**src/rtl/mesi_isc_breq_arbiter_if.sv**
```systemverilog
// Bus bundle between the per-CPU request FIFOs, the arbiter and the broadcast FIFO.
// master = arbiter side, slave = FIFO/environment side.
interface mesi_isc_breq_arbiter_if #(
    parameter int unsigned ADDR_WIDTH       = 32,
    parameter int unsigned BROAD_TYPE_WIDTH = 2,
    parameter int unsigned BROAD_ID_WIDTH   = 5
);
    logic [3:0]                    fifo_status_empty_array_i;
    logic [4*BROAD_TYPE_WIDTH-1:0] breq_type_array_i;
    logic [4*ADDR_WIDTH-1:0]       breq_addr_array_i;
    logic [3:0]                    fifo_rd_array_o;
    logic                          broad_fifo_full_i;
    logic                          broad_fifo_wr_o;
    logic [BROAD_TYPE_WIDTH-1:0]   broad_type_o;
    logic [ADDR_WIDTH-1:0]         broad_addr_o;
    logic [1:0]                    broad_cpu_id_o;
    logic [BROAD_ID_WIDTH-1:0]     broad_id_o;

    modport master (
        input  fifo_status_empty_array_i, breq_type_array_i, breq_addr_array_i, broad_fifo_full_i,
        output fifo_rd_array_o, broad_fifo_wr_o, broad_type_o, broad_addr_o, broad_cpu_id_o, broad_id_o
    );

    modport slave (
        output fifo_status_empty_array_i, breq_type_array_i, breq_addr_array_i, broad_fifo_full_i,
        input  fifo_rd_array_o, broad_fifo_wr_o, broad_type_o, broad_addr_o, broad_cpu_id_o, broad_id_o
    );
endinterface

```
**src/rtl/mesi_isc_breq_arbiter.sv**
```systemverilog
// Round-robin arbiter moving CPU bus requests into the broadcast FIFO,
// tagging each with its CPU id and a rolling broadcast id.
module mesi_isc_breq_arbiter #(
    parameter int unsigned ADDR_WIDTH       = 32,
    parameter int unsigned BROAD_TYPE_WIDTH = 2,
    parameter int unsigned BROAD_ID_WIDTH   = 5
) (
    input  logic                   clk,
    input  logic                   rst,
    mesi_isc_breq_arbiter_if.master bus
);
    localparam int unsigned N_CPU = 4;
    localparam logic [BROAD_TYPE_WIDTH-1:0] TYPE_NOP = '0;

    typedef enum logic [1:0] {IDLE = 2'd0, GRANT = 2'd1, PUSH = 2'd2} state_t;

    state_t                      state_q, state_d;
    logic [1:0]                  rr_ptr_q, rr_ptr_d;
    logic [1:0]                  win_q, win_d;
    logic [BROAD_TYPE_WIDTH-1:0] type_q, type_d;
    logic [ADDR_WIDTH-1:0]       addr_q, addr_d;
    logic [BROAD_ID_WIDTH-1:0]   id_cnt_q, id_cnt_d;
    logic [3:0]                  fifo_rd_q, fifo_rd_d;
    logic                        broad_wr_q, broad_wr_d;
    logic [BROAD_TYPE_WIDTH-1:0] broad_type_q, broad_type_d;
    logic [ADDR_WIDTH-1:0]       broad_addr_q, broad_addr_d;
    logic [1:0]                  broad_cpu_id_q, broad_cpu_id_d;
    logic [BROAD_ID_WIDTH-1:0]   broad_id_q, broad_id_d;

    logic [BROAD_TYPE_WIDTH-1:0] head_type_c [N_CPU];
    logic [ADDR_WIDTH-1:0]       head_addr_c [N_CPU];
    logic                        win_found_c;
    logic [1:0]                  win_idx_c;
    logic [1:0]                  cand_c;
    logic                        go_c;

    // Unpack the per-CPU show-ahead heads
    always_comb begin
        for (int unsigned k = 0; k < N_CPU; k++) begin
            head_type_c[k] = bus.breq_type_array_i[k*BROAD_TYPE_WIDTH +: BROAD_TYPE_WIDTH];
            head_addr_c[k] = bus.breq_addr_array_i[k*ADDR_WIDTH +: ADDR_WIDTH];
        end
    end

    // First non-empty CPU starting at the round-robin pointer
    always_comb begin
        win_found_c = 1'b0;
        win_idx_c   = rr_ptr_q;
        cand_c      = rr_ptr_q;
        for (int unsigned i = 0; i < N_CPU; i++) begin
            cand_c = rr_ptr_q + 2'(i);
            if (!win_found_c && !bus.fifo_status_empty_array_i[cand_c]) begin
                win_found_c = 1'b1;
                win_idx_c   = cand_c;
            end
        end
    end

    // Full is only looked at here; this block is the sole writer so the slot stays free until PUSH
    assign go_c = (state_q == IDLE) && win_found_c && !bus.broad_fifo_full_i;

    always_ff @(posedge clk or posedge rst) begin
        if (rst) state_q <= IDLE;
        else     state_q <= state_d;
    end

    always_comb begin
        state_d = state_q;
        case (state_q)
            IDLE:    if (go_c) state_d = GRANT;
            GRANT:   state_d = (type_q == TYPE_NOP) ? IDLE : PUSH;
            PUSH:    state_d = IDLE;
            default: state_d = IDLE;
        endcase
    end

    always_comb begin
        rr_ptr_d       = rr_ptr_q;
        win_d          = win_q;
        type_d         = type_q;
        addr_d         = addr_q;
        id_cnt_d       = id_cnt_q;
        fifo_rd_d      = '0;
        broad_wr_d     = 1'b0;
        broad_type_d   = broad_type_q;
        broad_addr_d   = broad_addr_q;
        broad_cpu_id_d = broad_cpu_id_q;
        broad_id_d     = broad_id_q;
        case (state_q)
            IDLE: begin
                if (go_c) begin
                    win_d     = win_idx_c;
                    type_d    = head_type_c[win_idx_c];
                    addr_d    = head_addr_c[win_idx_c];
                    fifo_rd_d = 4'b0001 << win_idx_c;
                end
            end
            GRANT: begin
                rr_ptr_d = win_q + 2'd1;
                // NOP entries are popped and silently dropped
                if (type_q != TYPE_NOP) begin
                    broad_wr_d     = 1'b1;
                    broad_type_d   = type_q;
                    broad_addr_d   = addr_q;
                    broad_cpu_id_d = win_q;
                    broad_id_d     = id_cnt_q;
                end
            end
            PUSH: id_cnt_d = id_cnt_q + BROAD_ID_WIDTH'(1);
            default: ;
        endcase
    end

    always_ff @(posedge clk or posedge rst) begin
        if (rst) begin
            rr_ptr_q       <= '0;
            win_q          <= '0;
            type_q         <= '0;
            addr_q         <= '0;
            id_cnt_q       <= '0;
            fifo_rd_q      <= '0;
            broad_wr_q     <= 1'b0;
            broad_type_q   <= '0;
            broad_addr_q   <= '0;
            broad_cpu_id_q <= '0;
            broad_id_q     <= '0;
        end else begin
            rr_ptr_q       <= rr_ptr_d;
            win_q          <= win_d;
            type_q         <= type_d;
            addr_q         <= addr_d;
            id_cnt_q       <= id_cnt_d;
            fifo_rd_q      <= fifo_rd_d;
            broad_wr_q     <= broad_wr_d;
            broad_type_q   <= broad_type_d;
            broad_addr_q   <= broad_addr_d;
            broad_cpu_id_q <= broad_cpu_id_d;
            broad_id_q     <= broad_id_d;
        end
    end

    assign bus.fifo_rd_array_o = fifo_rd_q;
    assign bus.broad_fifo_wr_o = broad_wr_q;
    assign bus.broad_type_o    = broad_type_q;
    assign bus.broad_addr_o    = broad_addr_q;
    assign bus.broad_cpu_id_o  = broad_cpu_id_q;
    assign bus.broad_id_o      = broad_id_q;
endmodule

```
**src/flat_wrapper.sv**
```systemverilog
// flat-port wrapper written by rule: the top's interface ports become plain ports
module mesi_isc_breq_arbiter_flat 
#(
    parameter int unsigned ADDR_WIDTH       = 32,
    parameter int unsigned BROAD_TYPE_WIDTH = 2,
    parameter int unsigned BROAD_ID_WIDTH   = 5
)
  (clk, rst, bus_fifo_status_empty_array_i, bus_breq_type_array_i, bus_breq_addr_array_i, bus_broad_fifo_full_i, bus_fifo_rd_array_o, bus_broad_fifo_wr_o, bus_broad_type_o, bus_broad_addr_o, bus_broad_cpu_id_o, bus_broad_id_o);
  mesi_isc_breq_arbiter_if #(.ADDR_WIDTH(ADDR_WIDTH), .BROAD_TYPE_WIDTH(BROAD_TYPE_WIDTH), .BROAD_ID_WIDTH(BROAD_ID_WIDTH)) bus_i ();
  input  logic clk;
  input  logic rst;
  input wire logic [$bits(bus_i.fifo_status_empty_array_i)-1:0] bus_fifo_status_empty_array_i;
  input wire logic [$bits(bus_i.breq_type_array_i)-1:0] bus_breq_type_array_i;
  input wire logic [$bits(bus_i.breq_addr_array_i)-1:0] bus_breq_addr_array_i;
  input wire logic [$bits(bus_i.broad_fifo_full_i)-1:0] bus_broad_fifo_full_i;
  output wire logic [$bits(bus_i.fifo_rd_array_o)-1:0] bus_fifo_rd_array_o;
  output wire logic [$bits(bus_i.broad_fifo_wr_o)-1:0] bus_broad_fifo_wr_o;
  output wire logic [$bits(bus_i.broad_type_o)-1:0] bus_broad_type_o;
  output wire logic [$bits(bus_i.broad_addr_o)-1:0] bus_broad_addr_o;
  output wire logic [$bits(bus_i.broad_cpu_id_o)-1:0] bus_broad_cpu_id_o;
  output wire logic [$bits(bus_i.broad_id_o)-1:0] bus_broad_id_o;
  assign bus_i.fifo_status_empty_array_i = bus_fifo_status_empty_array_i;
  assign bus_i.breq_type_array_i = bus_breq_type_array_i;
  assign bus_i.breq_addr_array_i = bus_breq_addr_array_i;
  assign bus_i.broad_fifo_full_i = bus_broad_fifo_full_i;
  assign bus_fifo_rd_array_o = bus_i.fifo_rd_array_o;
  assign bus_broad_fifo_wr_o = bus_i.broad_fifo_wr_o;
  assign bus_broad_type_o = bus_i.broad_type_o;
  assign bus_broad_addr_o = bus_i.broad_addr_o;
  assign bus_broad_cpu_id_o = bus_i.broad_cpu_id_o;
  assign bus_broad_id_o = bus_i.broad_id_o;
  mesi_isc_breq_arbiter #(.ADDR_WIDTH(ADDR_WIDTH), .BROAD_TYPE_WIDTH(BROAD_TYPE_WIDTH), .BROAD_ID_WIDTH(BROAD_ID_WIDTH)) u_core (.clk(clk), .rst(rst), .bus(bus_i));
endmodule
```
**config.mk**
```make
export PLATFORM = sky130hd
export DESIGN_NAME = mesi_isc_breq_arbiter_flat
export DESIGN_NICKNAME = d
export VERILOG_FILES = /design/src/rtl/mesi_isc_breq_arbiter_if.sv /design/src/rtl/mesi_isc_breq_arbiter.sv /design/src/flat_wrapper.sv
export SDC_FILE = /design/constraint.sdc
export NUM_CORES = 1
export LEC_CHECK = 0
export ABC_AREA = 0
export CAP_MARGIN = 40
export CORE_ASPECT_RATIO = 0.75
export CORE_UTILIZATION = 40
export DETAILED_ROUTE_END_ITERATION = 16
export MAX_ROUTING_LAYER = met4
export PLACE_DENSITY = 0.83
export SYNTH_ARGS = -nofsm -noshare
export SYNTH_HDL_FRONTEND = slang
export SYNTH_SLANG_ARGS = --single-unit
```
**constraint.sdc**
```tcl
create_clock -name clk -period 3.7 [get_ports clk]
set_input_delay 0.37 -clock clk [delete_from_list [all_inputs] [get_ports clk]]
set_output_delay 0.37 -clock clk [all_outputs]
set_load 0.03 [all_outputs]
```
* Word-level counts from Yosys, hierarchy flattened
Index checks and enable logic that the tools add are counted.
** Cells by class
- Add/subtract/negate cells :: 5
- Shift-type cells :: 1
- Equal/unequal tests :: 3
- Order comparisons :: 5
- Muxes and demuxes :: 28
- Reduce and logical (&&, ||, !) cells :: 16
- Bitwise gates (word level) :: 1
** Operators by type and width (number)
- $bmux W32 S2 :: 1
- $mux W32 :: 2
- $mux W2 :: 7
- $lt A2 B3 Y1 const B :: 4
- $mux W1 :: 10
- $bmux W1 S2 :: 4
- $mux W4 :: 2
- $logic_not A1 Y1 :: 6
- $add A5 B1 Y5 const B :: 1
- $logic_and A1 B1 Y1 :: 5
- $add A2 B1 Y2 const B :: 2
- $add A2 B2 Y2 const B :: 2
- $bmux W2 S2 :: 1
- $logic_not A2 Y1 :: 2
- $pmux W2 S2 :: 1
- $reduce_and A2 Y1 :: 2
- $shl A1 B2 Y4 const A :: 1
- $ge A3 B3 Y1 const B :: 1
- $not A2 Y3 :: 1
- $eq A2 B1 Y1 const B :: 1
- $eq A2 B2 Y1 const B :: 1
- $ne A2 B1 Y1 const B :: 1
- $reduce_bool A2 Y1 :: 1
** Storage, ports and cells
- Logic and storage cells :: 71
- Bits of input ports :: 143
- Output and inout port bits :: 46
- Flip-flop bits (word level) :: 91

* Logic depth before layout (Yosys ltp)
- Depth after elaboration :: 16
- Mapped depth :: 8
- Depth with buffers taken out :: 5

* Worst setup path before layout
No wires, ideal clock.
- Kind :: input-to-reg
- Start :: input port bus_fifo_status_empty_array_i[1]
- End :: register u_core.addr_q[10]
- Data required time :: 3.559 ns
- Cell stages on the path :: 8
- Path buffers :: 3
- Library setup time :: 0.141 ns
- Setup slack :: 2.045 ns
- Data arrival time :: 1.514 ns
- Cell sequence :: buf_2 > nor2b_4 > o21ba_1 > buf_4 > buf_4 > o31a_1 > o21ai_1 > a31oi_1
** On the way
- Cells in the longest elaborated chain, start to end :: 15
- Elaborated cells on any way between the ends :: 30
- Classes of those cells :: mux: 18; bitwise: 1; reduce/logical: 11
** Ends and longest elaborated chain
- start: declaration :: RTL line flat_wrapper.sv:12 : input wire logic [$bits(bus_i.fifo_status_empty_array_i)-1:0] bus_fifo_status_empty_array_i;
- $bmux W1 S2 :: RTL line mesi_isc_breq_arbiter.sv:52 : if (!win_found_c && !bus.fifo_status_empty_array_i[cand_c]) begin
- $mux W1 (implied by the code) :: RTL line mesi_isc_breq_arbiter.sv:52
- $logic_not A1 Y1 :: RTL line mesi_isc_breq_arbiter.sv:52
- $logic_and A1 B1 Y1 :: RTL line mesi_isc_breq_arbiter.sv:52
- $mux W1 :: RTL line mesi_isc_breq_arbiter.sv:52
- $logic_not A1 Y1 :: RTL line mesi_isc_breq_arbiter.sv:52
- $logic_and A1 B1 Y1 :: RTL line mesi_isc_breq_arbiter.sv:52
- $mux W1 :: RTL line mesi_isc_breq_arbiter.sv:52
- $logic_not A1 Y1 :: RTL line mesi_isc_breq_arbiter.sv:52
- $logic_and A1 B1 Y1 :: RTL line mesi_isc_breq_arbiter.sv:52
- $mux W2 :: RTL line mesi_isc_breq_arbiter.sv:52
- $not A2 Y3 (implied by the code) :: RTL line mesi_isc_breq_arbiter.sv:94 : addr_d = head_addr_c[win_idx_c];
- $bmux W32 S2 :: RTL line mesi_isc_breq_arbiter.sv:94
- $mux W32 (implied by the code) (2 in a row) :: RTL line mesi_isc_breq_arbiter.sv:94
- end signal: assignment :: RTL line mesi_isc_breq_arbiter.sv:131 : addr_q <= addr_d;
- end: declaration :: RTL line mesi_isc_breq_arbiter.sv:21 : logic [ADDR_WIDTH-1:0] addr_q, addr_d;
Parallel ways exist; a longest one is shown, timed or not. The select of a mux whose other input is x is not followed.
A chain may end at the register's enable or synchronous reset.

* Final worst setup path
- Start :: input port bus_fifo_status_empty_array_i[2]
- End :: register u_core.addr_q[5]
The elaborated chain is that of the path after synthesis.

==> results.md <==
- GPL Wtd Cong: 0.842
- Total Power: 0.00557 W
- Worst path buffer plus inverter count: 2
- CP top delay family: buffers and inverters
- First-pass GRT wire length: 23800 um
- MaxCap Viol Count: 0
- Max-slew headroom: 0.425
- Initial Util: 0.418
- Total negative setup slack: 0 ns
- Tightest Pin Transition: 0.861 ns
- Io pins: 189
- Cts bufs inserted: 9
- Leak: 2.81 nW
- Pins Over Slew Limit: 0
- Reg clk slew, reported paths: 0.06 ns
- Postcts setup bufs: 0
- RSZ-0062 raised after global routing: no
- Initial antenna violation count: 0
- Path type of the worst setup path: primary input to flip-flop
- # setup viols final: 0
- HPWL after DPL: 11200 um
- Seq/Total Area, Yosys: 0.462
- Final Cycle Share: 0.689
- CP endpoint kind: flip-flop
- Avg WL per Cell: 19.5 um
- Clock sink count: 91
- Number of enable flip-flop cells after synthesis: 0
- Die H: 98.1 um
- Root Driver: clkbuf_16
- # hold bufs at CTS: 0
- Die area: 12800 um2
- Vias in the first global route: 4572
- WL final: 15400 um
- Multi-input logic area: 2340 um2
- Area grow syn2layout: 45.3%
- Most common flop cell mapped by yosys: dfrtp_1
- Cells after synthesis: 458
- DR iter-0 viols: 249
- Data required, critical path: 3.96 ns
- Max Root-Sink Buffers: 2
- Drt drc: 0
- Yosys cell types: 54
- Hold violation total from the final report: 0
- Post-Syn Area per Cell: 10.8 um2
- All-layer global routing usage: 0.255
- IO Port Bufs: 188
- Cell chain of the critical path: clkdlybuf4s50_1, or2_1, a21boi_4, buf_4, o31ai_1, a21o_1, a31oi_1
- Crit path arrival time: 2.81 ns
- P per Cell Area: 778 nW/um2
- FFs w/ async S/R, synth: 1.00
- Antenna diodes: 0
- Die width: 130 um
- CP startpoint kind: primary input
- Fmax: 392 MHz
- Clock Skew: 0.00530 ns
- Crit-path slowest cell: clkdlybuf4s50_1
- Worst min-delay path class: primary input to asynchronous set/reset pin
- Row cnt: 34
- Outcome: finished clean
- Sequential cell area: 2280 um2
- Worst IR Drop VDD: 0.371 mV
- Total number of vias: 4478
- Share of layout cells above drive strength 1: 0.129
- Worst Path Max Fanout: 22
- Synth Cell Area: 4930 um2
- CTS resizes: 0
- Synth warn: 0
- Via-to-Cell Ratio: 5.68
- CP peak stage delay: 0.64 ns
- Latest clock arrival within the worst-skew pair: 0.34 ns
- First-pass DRT Iterations: 5
- Syn_nets: 602
- Gr ovfl total: 0
- Fin nets: 767
- Synth Register Bits: 91
- Fillers: 980
- H-tree levels: 3
- Final ANT Viol Nets: 0
- Core Footprint: 11800 um2
- CTS tree: yes
- Largest net degree at the start of global routing: 50
- Final min period: 2.55 ns
==> cells by family after synthesis <==
family / after synthesis / synth area share
AOI/OAI and AO/OA: 157 / 0.241
and+or+nand+nor: 111 / 0.124
DFF: 91 / 0.462
buffers and inverters: 52 / 0.0675
muxes: 41 / 0.0937
xor gates and xnor gates: 5 / 0.00888
adders and majority gates: 1 / 0.00254
==> worst paths after layout <==
path                                                  start                             to  slack, ns  cells after the start
setup / recovery           bus_fifo_status_empty_array_i[2]               u_core.addr_q[5]       1.15                      7
hold reg to reg                          u_core.id_cnt_q[4]             u_core.id_cnt_q[4]       0.49                      1
hold / removal                                          rst  u_core.bus.fifo_rd_array_o[3]       0.48                      2
setup reg to reg                         u_core.rr_ptr_q[0]               u_core.addr_q[5]       1.35                      6
max in group asynchronous                               rst    u_core.bus.broad_addr_o[23]       2.57                      3
min in group clk                         u_core.id_cnt_q[4]             u_core.id_cnt_q[4]       0.49                      1
==> routing by layer <==
layer | vias to the layer above | track usage | share of wire
met3 | 14 | 0.0515 | 0.075
met2 | 185 | 0.410 | 0.47
li1 | 2074 | - | -
met4 | 0 | 0.0537 | 0.011
met1 | 2205 | 0.333 | 0.44
met5 | - | - | 0
==> area by class of cell <==
| cell class | count | share of cell area |
|---|---|---|
| Clock buffer | 12 | 0.0372 |
| Sequential cell | 91 | 0.318 |
| Clock inverter | 3 | 0.00647 |
| Multi-Input combinational cell | 315 | 0.326 |
| Inverter | 4 | 0.00245 |
| Tap cell | 162 | 0.0283 |
| Timing Repair Buffer | 202 | 0.281 |
==> where the power goes <==
group | internal (W) | total (W) | switching (W)
Combinational | 0.00127 | 0.00281 | 0.00154
Clock | 0.000576 | 0.000946 | 0.000371
Sequential | 0.00148 | 0.00182 | 0.000343
==> Yosys cell counts (all sizes together), types with 4 or more instances <==
library cell  count  area, um2
dfrtp            91       2280
mux2             41        462
buf              40        288
nor2             40        153
a22oi            35        263
a31oi            35        225
nand4            26        163
o31ai            26        209
a21o             24        180
nand2            15       56.3
o21ai            15       78.8
and4             10       87.6
o31a             10       87.6
clkbuf            8       30.0
inv               4       15.0
xnor2             4       35.0
==> sequential cells by signal (all words and copies together), names as in the netlist, 2 cells and up <==
register,flops
u_core.addr_q,32
u_core.bus.broad_addr_o,32
u_core.bus.broad_id_o,5
u_core.id_cnt_q,5
u_core.bus.fifo_rd_array_o,4
u_core.bus.broad_cpu_id_o,2
u_core.bus.broad_type_o,2
u_core.rr_ptr_q,2
u_core.state_q,2
u_core.type_q,2
u_core.win_q,2
==> worst reg2reg max path: stages (launching register included) <==
cell and delay [ns]:
dfrtp_1 0.52, or2_1 0.38, a21boi_4 0.46, buf_4 0.42, o31ai_1 0.13, a21o_1 0.19, a31oi_1 0.19
==> layout by cell type (no fill, tap or decap), types with 3 or more instances in the layout <==
cell type,instances
nor2_1,38
o31ai_1,25
a22oi_1,35
xnor2_1,4
o21ai_1,11
nand4_1,26
buf_4,11
clkbuf_8,3
mux2_2,33
clkbuf_16,9
dfrtp_1,91
nand2_1,15
a21o_1,24
and4_1,10
a31oi_1,34
mux2_1,8
o31a_1,10
o21ai_0,3
clkdlybuf4s50_1,188
==> per-stage QoR <==
step / area, um2 / worst slack (ns) / hold WS [ns] / instances / util
after global routing: 7160 / 1.02 / 0.500 / 789 / 0.608
after floorplan: 4930 / 0.966 / 0.440 / 458 / -
final: 7160 / 1.15 / 0.475 / 789 / 0.608
after global placement: 6800 / 0.851 / 0.458 / 771 / 0.577
after detailed placement: 6850 / 0.823 / 0.468 / 774 / 0.581
after CTS: 7160 / 1.18 / 0.483 / 789 / 0.608
(Power assumes the default switching activity.)
